### src/rtl/ex_stage.sv
// Execute stage: builds operand 2, runs the ALU, owns NZCV and resolves branches.
// Results are captured in an internal EX/MEM register (1-cycle latency).
module ex_stage (
   input  logic        clk,
   input  logic        rst,
   input  logic        freeze,
   input  logic [31:0] pc_in,
   input  logic        wb_en_in,
   input  logic        mem_read_in,
   input  logic        mem_write_in,
   input  logic        b_in,
   input  logic        s_in,
   input  logic        imm_in,
   input  logic [3:0]  alu_command_in,
   input  logic [31:0] val_rn_in,
   input  logic [31:0] val_rm_in,
   input  logic [11:0] shift_operand_in,
   input  logic [23:0] signed_imm_in,
   input  logic [3:0]  dest_in,
   output logic        branch_taken,
   output logic [31:0] branch_addr,
   output logic [3:0]  status_out,
   output logic        wb_en_out,
   output logic        mem_read_out,
   output logic        mem_write_out,
   output logic [31:0] alu_result_out,
   output logic [31:0] store_data_out,
   output logic [3:0]  dest_out
);

   typedef enum logic [3:0] {
      OpMov = 4'b0001,
      OpAdd = 4'b0010,
      OpAdc = 4'b0011,
      OpSub = 4'b0100,
      OpSbc = 4'b0101,
      OpAnd = 4'b0110,
      OpOrr = 4'b0111,
      OpEor = 4'b1000,
      OpMvn = 4'b1001
   } alu_op_e;

   logic [3:0]  r_status;
   logic        r_wb_en;
   logic        r_mem_read;
   logic        r_mem_write;
   logic [31:0] r_alu_result;
   logic [31:0] r_store_data;
   logic [3:0]  r_dest;

   logic        w_mem_access;
   logic [31:0] w_imm32;
   logic [63:0] w_imm_rot;
   logic [63:0] w_rm_rot;
   logic [4:0]  w_amt;
   logic [31:0] w_val2;
   logic [3:0]  w_cmd;
   logic        w_cin;
   logic [32:0] w_sum;
   logic [31:0] w_res;
   logic        w_c;
   logic        w_v;
   logic [3:0]  w_flags;

   assign branch_taken = b_in;
   assign branch_addr  = pc_in + {{6{signed_imm_in[23]}}, signed_imm_in, 2'b00};

   assign w_mem_access = mem_read_in | mem_write_in;
   assign w_imm32      = {24'b0, shift_operand_in[7:0]};
   assign w_imm_rot    = {w_imm32, w_imm32} >> {shift_operand_in[11:8], 1'b0};
   assign w_amt        = shift_operand_in[11:7];
   assign w_rm_rot     = {val_rm_in, val_rm_in} >> w_amt;

   always_comb begin
      w_val2 = val_rm_in;
      if (imm_in) begin
         w_val2 = w_imm_rot[31:0];
      end else if (w_mem_access) begin
         w_val2 = {20'b0, shift_operand_in};
      end else begin
         case (shift_operand_in[6:5])
            2'b00:   w_val2 = val_rm_in << w_amt;
            2'b01:   w_val2 = val_rm_in >> w_amt;
            2'b10:   w_val2 = $signed(val_rm_in) >>> w_amt;
            default: w_val2 = w_rm_rot[31:0];
         endcase
      end
   end

   // Loads and stores compute their address with ADD regardless of the opcode.
   assign w_cmd = w_mem_access ? OpAdd : alu_command_in;
   assign w_cin = r_status[1];

   always_comb begin
      w_sum = 33'd0;
      w_res = 32'd0;
      w_c   = w_cin;
      w_v   = r_status[0];
      case (w_cmd)
         OpMov: w_res = w_val2;
         OpMvn: w_res = ~w_val2;
         OpAdd, OpAdc: begin
            w_sum = {1'b0, val_rn_in} + {1'b0, w_val2}
                    + {32'b0, (w_cmd == OpAdc) & w_cin};
            w_res = w_sum[31:0];
            w_c   = w_sum[32];
            w_v   = (val_rn_in[31] == w_val2[31]) && (w_res[31] != val_rn_in[31]);
         end
         OpSub, OpSbc: begin
            // rn + ~val2 + 1 (or + C for SBC); carry out is the no-borrow flag.
            w_sum = {1'b0, val_rn_in} + {1'b0, ~w_val2}
                    + {32'b0, (w_cmd == OpSbc) ? w_cin : 1'b1};
            w_res = w_sum[31:0];
            w_c   = w_sum[32];
            w_v   = (val_rn_in[31] != w_val2[31]) && (w_res[31] != val_rn_in[31]);
         end
         OpAnd: w_res = val_rn_in & w_val2;
         OpOrr: w_res = val_rn_in | w_val2;
         OpEor: w_res = val_rn_in ^ w_val2;
         default: begin
            w_res = 32'd0;
            w_v   = 1'b0;
         end
      endcase
   end

   assign w_flags = {w_res[31], (w_res == 32'd0), w_c, w_v};

   always_ff @(posedge clk or posedge rst) begin
      if (rst) begin
         r_status <= 4'd0;
      end else if (s_in && !freeze) begin
         r_status <= w_flags;
      end
   end

   always_ff @(posedge clk or posedge rst) begin
      if (rst) begin
         r_wb_en      <= 1'b0;
         r_mem_read   <= 1'b0;
         r_mem_write  <= 1'b0;
         r_alu_result <= 32'd0;
         r_store_data <= 32'd0;
         r_dest       <= 4'd0;
      end else if (!freeze) begin
         r_wb_en      <= wb_en_in;
         r_mem_read   <= mem_read_in;
         r_mem_write  <= mem_write_in;
         r_alu_result <= w_res;
         r_store_data <= val_rm_in;
         r_dest       <= dest_in;
      end
   end

   assign status_out     = r_status;
   assign wb_en_out      = r_wb_en;
   assign mem_read_out   = r_mem_read;
   assign mem_write_out  = r_mem_write;
   assign alu_result_out = r_alu_result;
   assign store_data_out = r_store_data;
   assign dest_out       = r_dest;

endmodule

### config.mk
export PLATFORM = sky130hd
export DESIGN_NAME = ex_stage
export DESIGN_NICKNAME = d
export VERILOG_FILES = /design/src/rtl/ex_stage.sv
export SDC_FILE = /design/constraint.sdc
export NUM_CORES = 1
export LEC_CHECK = 0
export BUFFER_PORTS_ARGS = -buffer_cell sky130_fd_sc_hd__buf_4
export CORE_AREA = 2 2 190 192
export DETAILED_ROUTE_END_ITERATION = 7
export DIE_AREA = 0 0 192 194
export PLACE_DENSITY = 0.66
export SYNTH_ARGS = -nofsm -noshare
export SYNTH_HDL_FRONTEND = slang
export SYNTH_SLANG_ARGS = --single-unit
### constraint.sdc
create_clock -name clk -period 10.54 [get_ports clk]
set_input_delay 2.635 -clock clk [delete_from_list [all_inputs] [get_ports clk]]
set_output_delay 2.635 -clock clk [all_outputs]
set_load 0.02 [all_outputs]
### Word level (Yosys, flattened, before mapping)

Index checks and enable logic that the tools add are counted.

* register bits after elaboration: 75
* logic and storage cells: 61
* input port bits: 149
* output and inout bits: 108

* muxes and demuxes: 8
* shift-type cells: 5
* eq/ne operators: 15
* add/subtract/negate cells: 5
* bitwise operators: 7
* reductions and logical operators: 12

Operators with widths (number)
* one-hot mux 32 bit (7 select lines): 1
* one-hot mux 32 bit (3 select lines): 1
* adder 32 x 32 -> 33 bit: 2
* adder 33 x 1 -> 33 bit: 2
* 2-to-1 mux 32 bit: 2
* >> shifter 64 x 5 -> 32 bit: 1
* >> shifter 40 x 5 -> 32 bit: 1
* adder 32 bit: 1
* bitwise AND 32 bit: 1
* zero test 32 bit: 1
* inverter 32 bit: 1
* bitwise OR 32 bit: 1
* << shifter 32 x 5 -> 32 bit: 1
* >> shifter 32 x 5 -> 32 bit: 1
* >>> shifter 32 x 5 -> 32 bit: 1
* bitwise XOR 32 bit: 1
* equality test 4 x 3 -> 1 bit, second input constant: 4
* equality test 4 x 2 -> 1 bit, second input constant: 2
* equality test 4 bit, second input constant: 2
* OR reduction 5 bit: 1
* equality test 4 x 1 -> 1 bit, second input constant: 1
* 2-to-1 mux 4 bit: 1
* AND reduction 2 bit: 2
* OR reduction 2 bit: 2
* other kinds (14): 18

### Longest topological paths before layout

Gate-level depths: netlist of the first run.

* depth after elaboration: 10
* mapped depth: 26
* mapped depth without buffers: 22

### Worst setup path after synthesis of the first run

No wires, ideal clock.

* path type: input -> output
* start point: input pc_in[8]
* end point: output branch_addr[31]
* setup slack: 2.473 ns
* data required time: 7.905 ns
* stages: 13
* arrival time: 5.432 ns
* buffers on the path: 0
* cell sequence: ha_1 -> o21ai_0 -> a21boi_0 -> or2_2 -> nand4_1 -> a21boi_0 -> o41ai_1 -> a21oi_1 -> a221o_1 -> o41a_1 -> a21oi_1 -> o21bai_1 -> xnor2_1

* longest elaborated chain between the ends: 1

Ends and longest elaborated chain
* start: declaration: line 7 `input logic [31:0] pc_in,`
* adder 32 bit: line 66 `assign branch_addr = pc_in + {{6{signed_imm_in[23]}}, signed_imm_in, 2'b00};`
* end: declaration: line 21 `output logic [31:0] branch_addr,`

Every way passes these cells.

### Final worst setup path of the first run

* start point: input shift_operand_in[7]
* end point: register r_status[2] (netlist: status_out[2])

* longest elaborated chain between the ends: 9
* elaborated cells between the ends (all ways): 18
* classes of those cells: add/sub: 4; shift: 5; mux: 4; bitwise: 4; reduce/logical: 1

Ends and longest elaborated chain
* start: declaration: line 17 `input logic [11:0] shift_operand_in,`
* >> shifter 64 x 5 -> 32 bit (tied with other cells): line 72 `assign w_rm_rot = {val_rm_in, val_rm_in} >> w_amt;`
* one-hot mux 32 bit (3 select lines): line 81 `case (shift_operand_in[6:5])`
* 2-to-1 mux 32 bit: line 78 `end else if (w_mem_access) begin`
* 2-to-1 mux 32 bit (*): line 76 `if (imm_in) begin`
* inverter 32 bit: line 101, 111
* adder 32 x 32 -> 33 bit: line 111 `w_sum = {1'b0, val_rn_in} + {1'b0, ~w_val2}`
* adder 33 x 1 -> 33 bit: line 112 `+ {32'b0, (w_cmd == OpSbc) ? w_cin : 1'b1};`
* one-hot mux 32 bit (7 select lines) (*): line 99 `case (w_cmd)`
* zero test 32 bit (*): line 127 `assign w_flags = {w_res[31], (w_res == 32'd0), w_c, w_v};`
* end signal: assignment: line 133 `r_status <= w_flags;`
* end: declaration: line 43 `logic [3:0] r_status;`

Every way passes the cells marked *; elsewhere a longest branch is shown, timed or not.
A chain may end at the register's enable or synchronous reset.

==> out/metrics.cfg, run 1 <==
[synth]
synth_area_leaders=dfrtp_1, ha_1, mux2i_1, mux2_2, mux4_2
async_flop_share_pct=100
syn_inst=2015
synth_top_area_cell=dfrtp_1
syn_area_mm2=0.0157
synth_top_flop_cell=dfrtp_1
synth_area_per_cell_um2=7.79
seq_area_frac_synth_pct=12.0
synth.distinct_cells=103
synth-seq-cells=75
syn_nets=2295
synth_edf_count=0
yosys_warnings=0
synth_top_cell_area_share_pct=12.0

[floorplan]
fp-row-count=69
die_w_um=192
io_pins=257
die-area_mm2=0.0372
die_h_um=194
design.core.area_mm2=0.0352
start_util_pct=44.6

[detailed_routing]
wirelength_um=72300
dr.first_iter.drc_count=2197
post_drt_wl_per_cell_um=27.5
postRouteAntennaNets=0
num_vias=18000
firstDrtPassIters=8
routed_via_density=6.83
post-route-drc-count=0

[sta]
fmax_mhz=108
finalCriticalPeriod_ps=9260
rsz0062_at_grt=false
final_max_slew_viol_count=0
finalCritPeriodShare_pct=87.9
finalSetupTns_ps=0
worst_slew_pin_slew_ps=1080
setup_viol=0
relSlewSlack_pct=28.2
hold_viol=0
skew_ps=11.2

[place]
portBuffers=250
gp_congestion=1.04
dp.final_hpwl_um=55000
dpl_cell_area_mm2=0.0177

[outcome]
status=finished clean

[global_route]
grt_usage_pct=37.8
grt_pass1_vias=17000
grt.overflow.total=0
grt_pass1_wl_um=107000
antenna_found_initial=0
grt_max_degree=75

[worst_setup_path]
end_kind=flop
start_kind=input pin
cp.arrival_ps=9560
required_ps=10840
crit_fanout=74
critPathKind=input pin to flop

[pwr]
p_sw_share_pct=47.2
power.static_leakage_nw=7.90
p_sw_w=0.000890
p_clk_share_pct=19.1
intPower_w=0.000995
seq_power_share_pct=19.4
finalPower_w=0.00188
power_density_mw_per_mm2=104
worst_ir_drop_vdd_v=0.0000926
pwr-share-comb_pct=61.5

[cells_and_area]
nNetsFinal=2442
fillers=3445
area_growth_pct=15.0
n_antenna_cell=0
fin_util_pct=51.3
final_area_mm2=0.0181
drive_gt1_share_pct=22.5

[clocking]
cts-resized-gates=0
clockBufferDepth=2
cts_tree=built
path_clk_slew_ps=80
cts_inserted_buffers=9
cts_sinks=75
post_cts.repair.setup_buffers=0
post_cts_hold_buffer_count=0
cts_root_buffer=clkbuf_16
h-tree-depth=3
clk_latency_ps=370

[flow_run]
cap_violations=0

[min_path]
hold_class=flop to flop

==> sequential cells by signal, indices dropped and copies added, names as in the netlist <==
signal,flops
dest_out,4
alu_result_out,32
wb_en_out,1
status_out,4
store_data_out,32
mem_write_out,1
mem_read_out,1
==> metrics by stage <==
| stage | setup WS (ps) | std cells | hold slack (ps) |
|---|---|---|---|
| final | 1280 | 2628 | 504 |
| after global routing | 1040 | 2628 | 520 |
| after CTS | 1630 | 2628 | 507 |
| after detailed placement | 1260 | 2612 | 488 |
| after global placement | 1410 | 2612 | 477 |
| after floorplan | 2470 | 2015 | 580 |
==> routing by layer <==
layer  routed length (µm)  track usage (%)  up-vias
met5                    0                0        -
met4                 5130             22.4        0
met3                 7130             7.46      308
met2                32600             60.6     1193
met1                27400             46.6     8565
li1                     -                -     7886
==> power groups by stage <==
stage,Clock (W),Combinational [W],Sequential (W)
floorplan,0,0.000663,0.000425
global placement,0,0.00113,0.000369
global route,0.000377,0.00123,0.000371
CTS,0.000365,0.00113,0.000366
finish,0.000361,0.00116,0.000365
detailed placement,0,0.00113,0.000370
==> Yosys cell counts, types with 8 or more instances <==
master	n
xor2_1	12
o21ai_0	100
clkbuf_1	105
a22oi_1	26
a22o_1	9
a221o_1	12
o22ai_1	27
xnor2_1	27
a31oi_1	26
mux2i_1	116
nor4_1	18
nand4_1	20
o21a_1	12
and2_1	13
a211oi_1	30
nor3_1	48
o21bai_1	20
buf_1	11
or3_1	14
a221oi_1	29
o2111ai_1	14
ha_1	126
nor2_1	150
a21o_1	27
dfrtp_1	75
a21oi_1	145
mux2_1	9
o221ai_1	17
nand3_1	53
buf_4	9
o31ai_1	20
nand2b_1	29
mux2_2	84
inv_1	131
o22a_1	8
or2_2	13
nor2b_1	21
and3_1	9
o211ai_1	22
buf_2	18
nand2_1	168
mux4_2	35
==> worst paths after layout <==
path	to	slack, ps	cells after the start	start
max in group asynchronous	alu_result_out[3]$_DFFE_PP0N_	7190	3	rst
min	alu_result_out[4]$_DFFE_PP0N_	500	2	alu_result_out[4]$_DFFE_PP0N_
max	status_out[2]$_DFFE_PP0P_	1280	20	shift_operand_in[7]
min reg2reg	alu_result_out[4]$_DFFE_PP0N_	500	2	alu_result_out[4]$_DFFE_PP0N_
min in group asynchronous	dest_out[0]$_DFFE_PP0N_	2260	2	rst
max reg2reg	status_out[2]$_DFFE_PP0P_	5780	14	status_out[1]$_DFFE_PP0P_
==> cell usage in the layout (no fill, tap or decap), types with 35 or more instances in the layout <==
cell and count:
mux2i_1 116, ha_1 126, mux4_2 35, dfrtp_1 75, mux2_2 84, inv_1 130, nor2_1 149, o21ai_0 100
a21oi_1 144, buf_4 288, nor3_1 46, nand2_1 168, nand3_1 53
==> logic make-up (layout without fill, tap and decap cells) <==
logic type / after synthesis / in the layout / share of synthesized area, %
flip-flops: 75 / 75 / 12.0
buffers and inverters: 284 / 436 / 7.88
XOR/XNOR: 39 / 39 / 2.18
AO/OA/AOI/OAI: 662 / 662 / 30.1
adder cells (fa/ha/maj): 131 / 131 / 10.7
multiplexers: 249 / 249 / 19.8
AND/OR/NAND/NOR: 575 / 575 / 17.4
==> cell type report <==
| cell class | instances | area, µm² | share of cell area [%] |
|---|---|---|---|
| timing repair buffer | 288 | 2160 | 12.0 |
| clock buffer | 9 | 225 | 1.25 |
| clock inverter | 7 | 101 | 0.561 |
| inverter | 132 | 497 | 2.75 |
| multi-input combinational | 1656 | 12600 | 69.9 |
| tap | 461 | 577 | 3.19 |
| sequential | 75 | 1880 | 10.4 |
==> critical path, stage by stage <==
cell       delay, ps
buf_4            790
mux2i_1          430
o22ai_1          260
a221oi_1         430
a21oi_1          170
o221a_1          280
a2111oi_2        660
ha_1             460
nand2b_1         110
o311ai_0         210
a211oi_1         380
o21ai_0          330
a31oi_1          580
nand3_1          290
a311oi_1         600
a211oi_1         180
o21bai_1         200
o211a_1          220
nand4b_1         150
o21ai_1          150
(Power assumes the default switching activity.)
==> run 2: changes to the inputs <==
--- a/config.mk
+++ b/config.mk
@@ -7,6 +7,7 @@
 export LEC_CHECK = 0
 export BUFFER_PORTS_ARGS = -buffer_cell sky130_fd_sc_hd__buf_4
 export CORE_AREA = 2 2 190 192
+export CTS_BUF_LIST = sky130_fd_sc_hd__clkbuf_8
 export DETAILED_ROUTE_END_ITERATION = 7
 export DIE_AREA = 0 0 192 194
 export PLACE_DENSITY = 0.66
==> run 2 against run 1 <==
- total power down 4.5%
- cell count unchanged
- clock skew up 11 ps
- sequential power about the same
- largest cell class unchanged
==> out/metrics.cfg, run 2 (synthesis gave the netlist of run 1 again) <==
[clocking]
cts_root_buffer=clkbuf_8
h-tree-depth=3  ; unchanged
cts_tree=built
clk_latency_ps=420  ; +50 ps
post_cts.repair.setup_buffers=0  ; unchanged
post_cts_hold_buffer_count=0  ; unchanged
path_clk_slew_ps=110  ; +30 ps
cts_inserted_buffers=9  ; unchanged
cts_sinks=75  ; unchanged
cts-resized-gates=0  ; unchanged
clockBufferDepth=2  ; unchanged

[worst_setup_path]
required_ps=10880  ; +40 ps
critPathSlowestCell=buf_4
worst_path_largest_cell_delay_ps=790  ; about the same
start_kind=input pin
cp.arrival_ps=9600  ; +40 ps
crit_fanout=74  ; unchanged
crit_top_cell=a211oi_1
end_kind=flop
critPathKind=input pin to flop
cp_cell_sequence=buf_4 > mux2i_1 > o22ai_1 > a221oi_1 > a21oi_1 > o221a_1 > a2111oi_2 > ha_1 > nand2b_1 > o311ai_0 > a211oi_1 > o21ai_0 > a31oi_1 > nand3_1 > a311oi_1 > a211oi_1 > o21bai_1 > o211a_1 > nand4b_1 > o21ai_1

[place]
portBuffers=250  ; unchanged
post-place-ws_ps=1260  ; unchanged
dp.final_hpwl_um=55000  ; unchanged
dp_cells=2612  ; unchanged
gp_congestion=1.04  ; unchanged

[cells_and_area]
drive_gt1_share_pct=22.5  ; unchanged
mostFrequentLayoutCell=buf_4
area_growth_pct=14.4
multiInputGateArea_mm2=0.0126  ; unchanged
layout_common_cells=buf_4, nand2_1, nor2_1
fin_util_pct=51.0  ; -0.29 points
n_antenna_cell=0  ; unchanged
nNetsFinal=2442  ; unchanged
fillers=3455  ; +0.29%
regArea_mm2=0.00188  ; unchanged
fin_cells=2628  ; unchanged

[sta]
relSlewSlack_pct=27.7  ; -0.46 points
setup_viol=0  ; unchanged
finalSetupTns_ps=0  ; unchanged
fmax_mhz=108  ; about the same
final_max_slew_viol_count=0  ; unchanged
hold_viol=0  ; unchanged
skew_ps=21.8  ; +10.6 ps
rsz0062_at_grt=false
hold-worst-slack_ps=511  ; +6.64 ps
finalCriticalPeriod_ps=9250  ; -7.75 ps
fin_ws_ps=1290  ; +7.75 ps
worst_slew_pin_slew_ps=1080  ; +6.92 ps
finalCritPeriodShare_pct=87.8  ; about the same

[detailed_routing]
num_vias=18000  ; +0.36%
routed_via_density=6.86  ; +0.36%
postRouteAntennaNets=0  ; unchanged
dr.first_iter.drc_count=2059  ; -6.3%
wirelength_um=72300  ; about the same
post-route-drc-count=0  ; unchanged
post_drt_wl_per_cell_um=27.5  ; about the same
firstDrtPassIters=6  ; -2

[pwr]
worst_ir_drop_vdd_v=0.0000860  ; -7.1%
power_density_mw_per_mm2=100  ; -4.0%
power.static_leakage_nw=7.86  ; -0.58%

[global_route]
grt_pass1_wl_um=107000  ; -0.12%
grt_max_degree=75  ; unchanged
grt_pass1_vias=17100  ; +0.26%
grt_usage_pct=37.7  ; -0.072 points
antenna_found_initial=0  ; unchanged
grt.overflow.total=0  ; unchanged

[floorplan]
die_w_um=192  ; unchanged
start_util_pct=44.6  ; unchanged
io_pins=257  ; unchanged
die_h_um=194  ; unchanged
fp-row-count=69  ; unchanged
die-area_mm2=0.0372  ; unchanged
design.core.area_mm2=0.0352  ; unchanged

[outcome]
status=finished clean

[flow_run]
cap_violations=0  ; unchanged

[min_path]
hold_class=flop to flop

## run 2: worst max-delay path: cells and delay by family
kind | cells | cell delay, ps
AO/OA/AOI/OAI | 14 | 4690
buffers and inverters | 1 | 790
AND/OR/NAND/NOR | 3 | 560
adder cells (fa/ha/maj) | 1 | 460
multiplexers | 1 | 430
## run 2: worst paths after layout
path                                               startpoint                             to  slack, ps  depth (start not counted)
worst max-delay path                      shift_operand_in[7]      status_out[2]$_DFFE_PP0P_       1290                         20
worst min-delay path            alu_result_out[4]$_DFFE_PP0N_  alu_result_out[4]$_DFFE_PP0N_        510                          2
worst max register to register      status_out[1]$_DFFE_PP0P_      status_out[2]$_DFFE_PP0P_       5750                         14
worst min register to register  alu_result_out[4]$_DFFE_PP0N_  alu_result_out[4]$_DFFE_PP0N_        510                          2
max in group asynchronous                                 rst  alu_result_out[3]$_DFFE_PP0N_       7250                          3
min in group asynchronous                                 rst        dest_out[0]$_DFFE_PP0N_       2220                          2
## run 2: final cells by class
class / count / area share [%]
flip-flops and latches: 75 / 10.4
well taps: 461 / 3.21
clock buffers: 9 / 0.690
inverters: 132 / 2.77
clock inverters: 7 / 0.564
repair buffers: 288 / 12.0
multi-input cells: 1656 / 70.3
## run 2: report_power, final
group,switching [W],total (W),internal (W)
combinational,0.000710,0.00116,0.000450
sequential,0.0000291,0.000365,0.000335
clock,0.000140,0.000275,0.000135
total,0.000880,0.00180,0.000920
## run 2: routing by layer
layer  GRT usage [%]  routed length, µm  up-vias
met5               0                  0        -
met4            22.3               4930        0
met3            7.82               7120      277
met2            60.8              32900     1252
met1            46.1              27400     8622
li1                -                  -     7866
## run 2: stage by stage
step / power, W / cell area [µm²]
floorplan: 0.00109 / 15700
global placement: 0.00150 / 17700
detailed placement: 0.00150 / 17700
CTS: 0.00178 / 18000
global route: 0.00189 / 18000
finish: 0.00180 / 18000
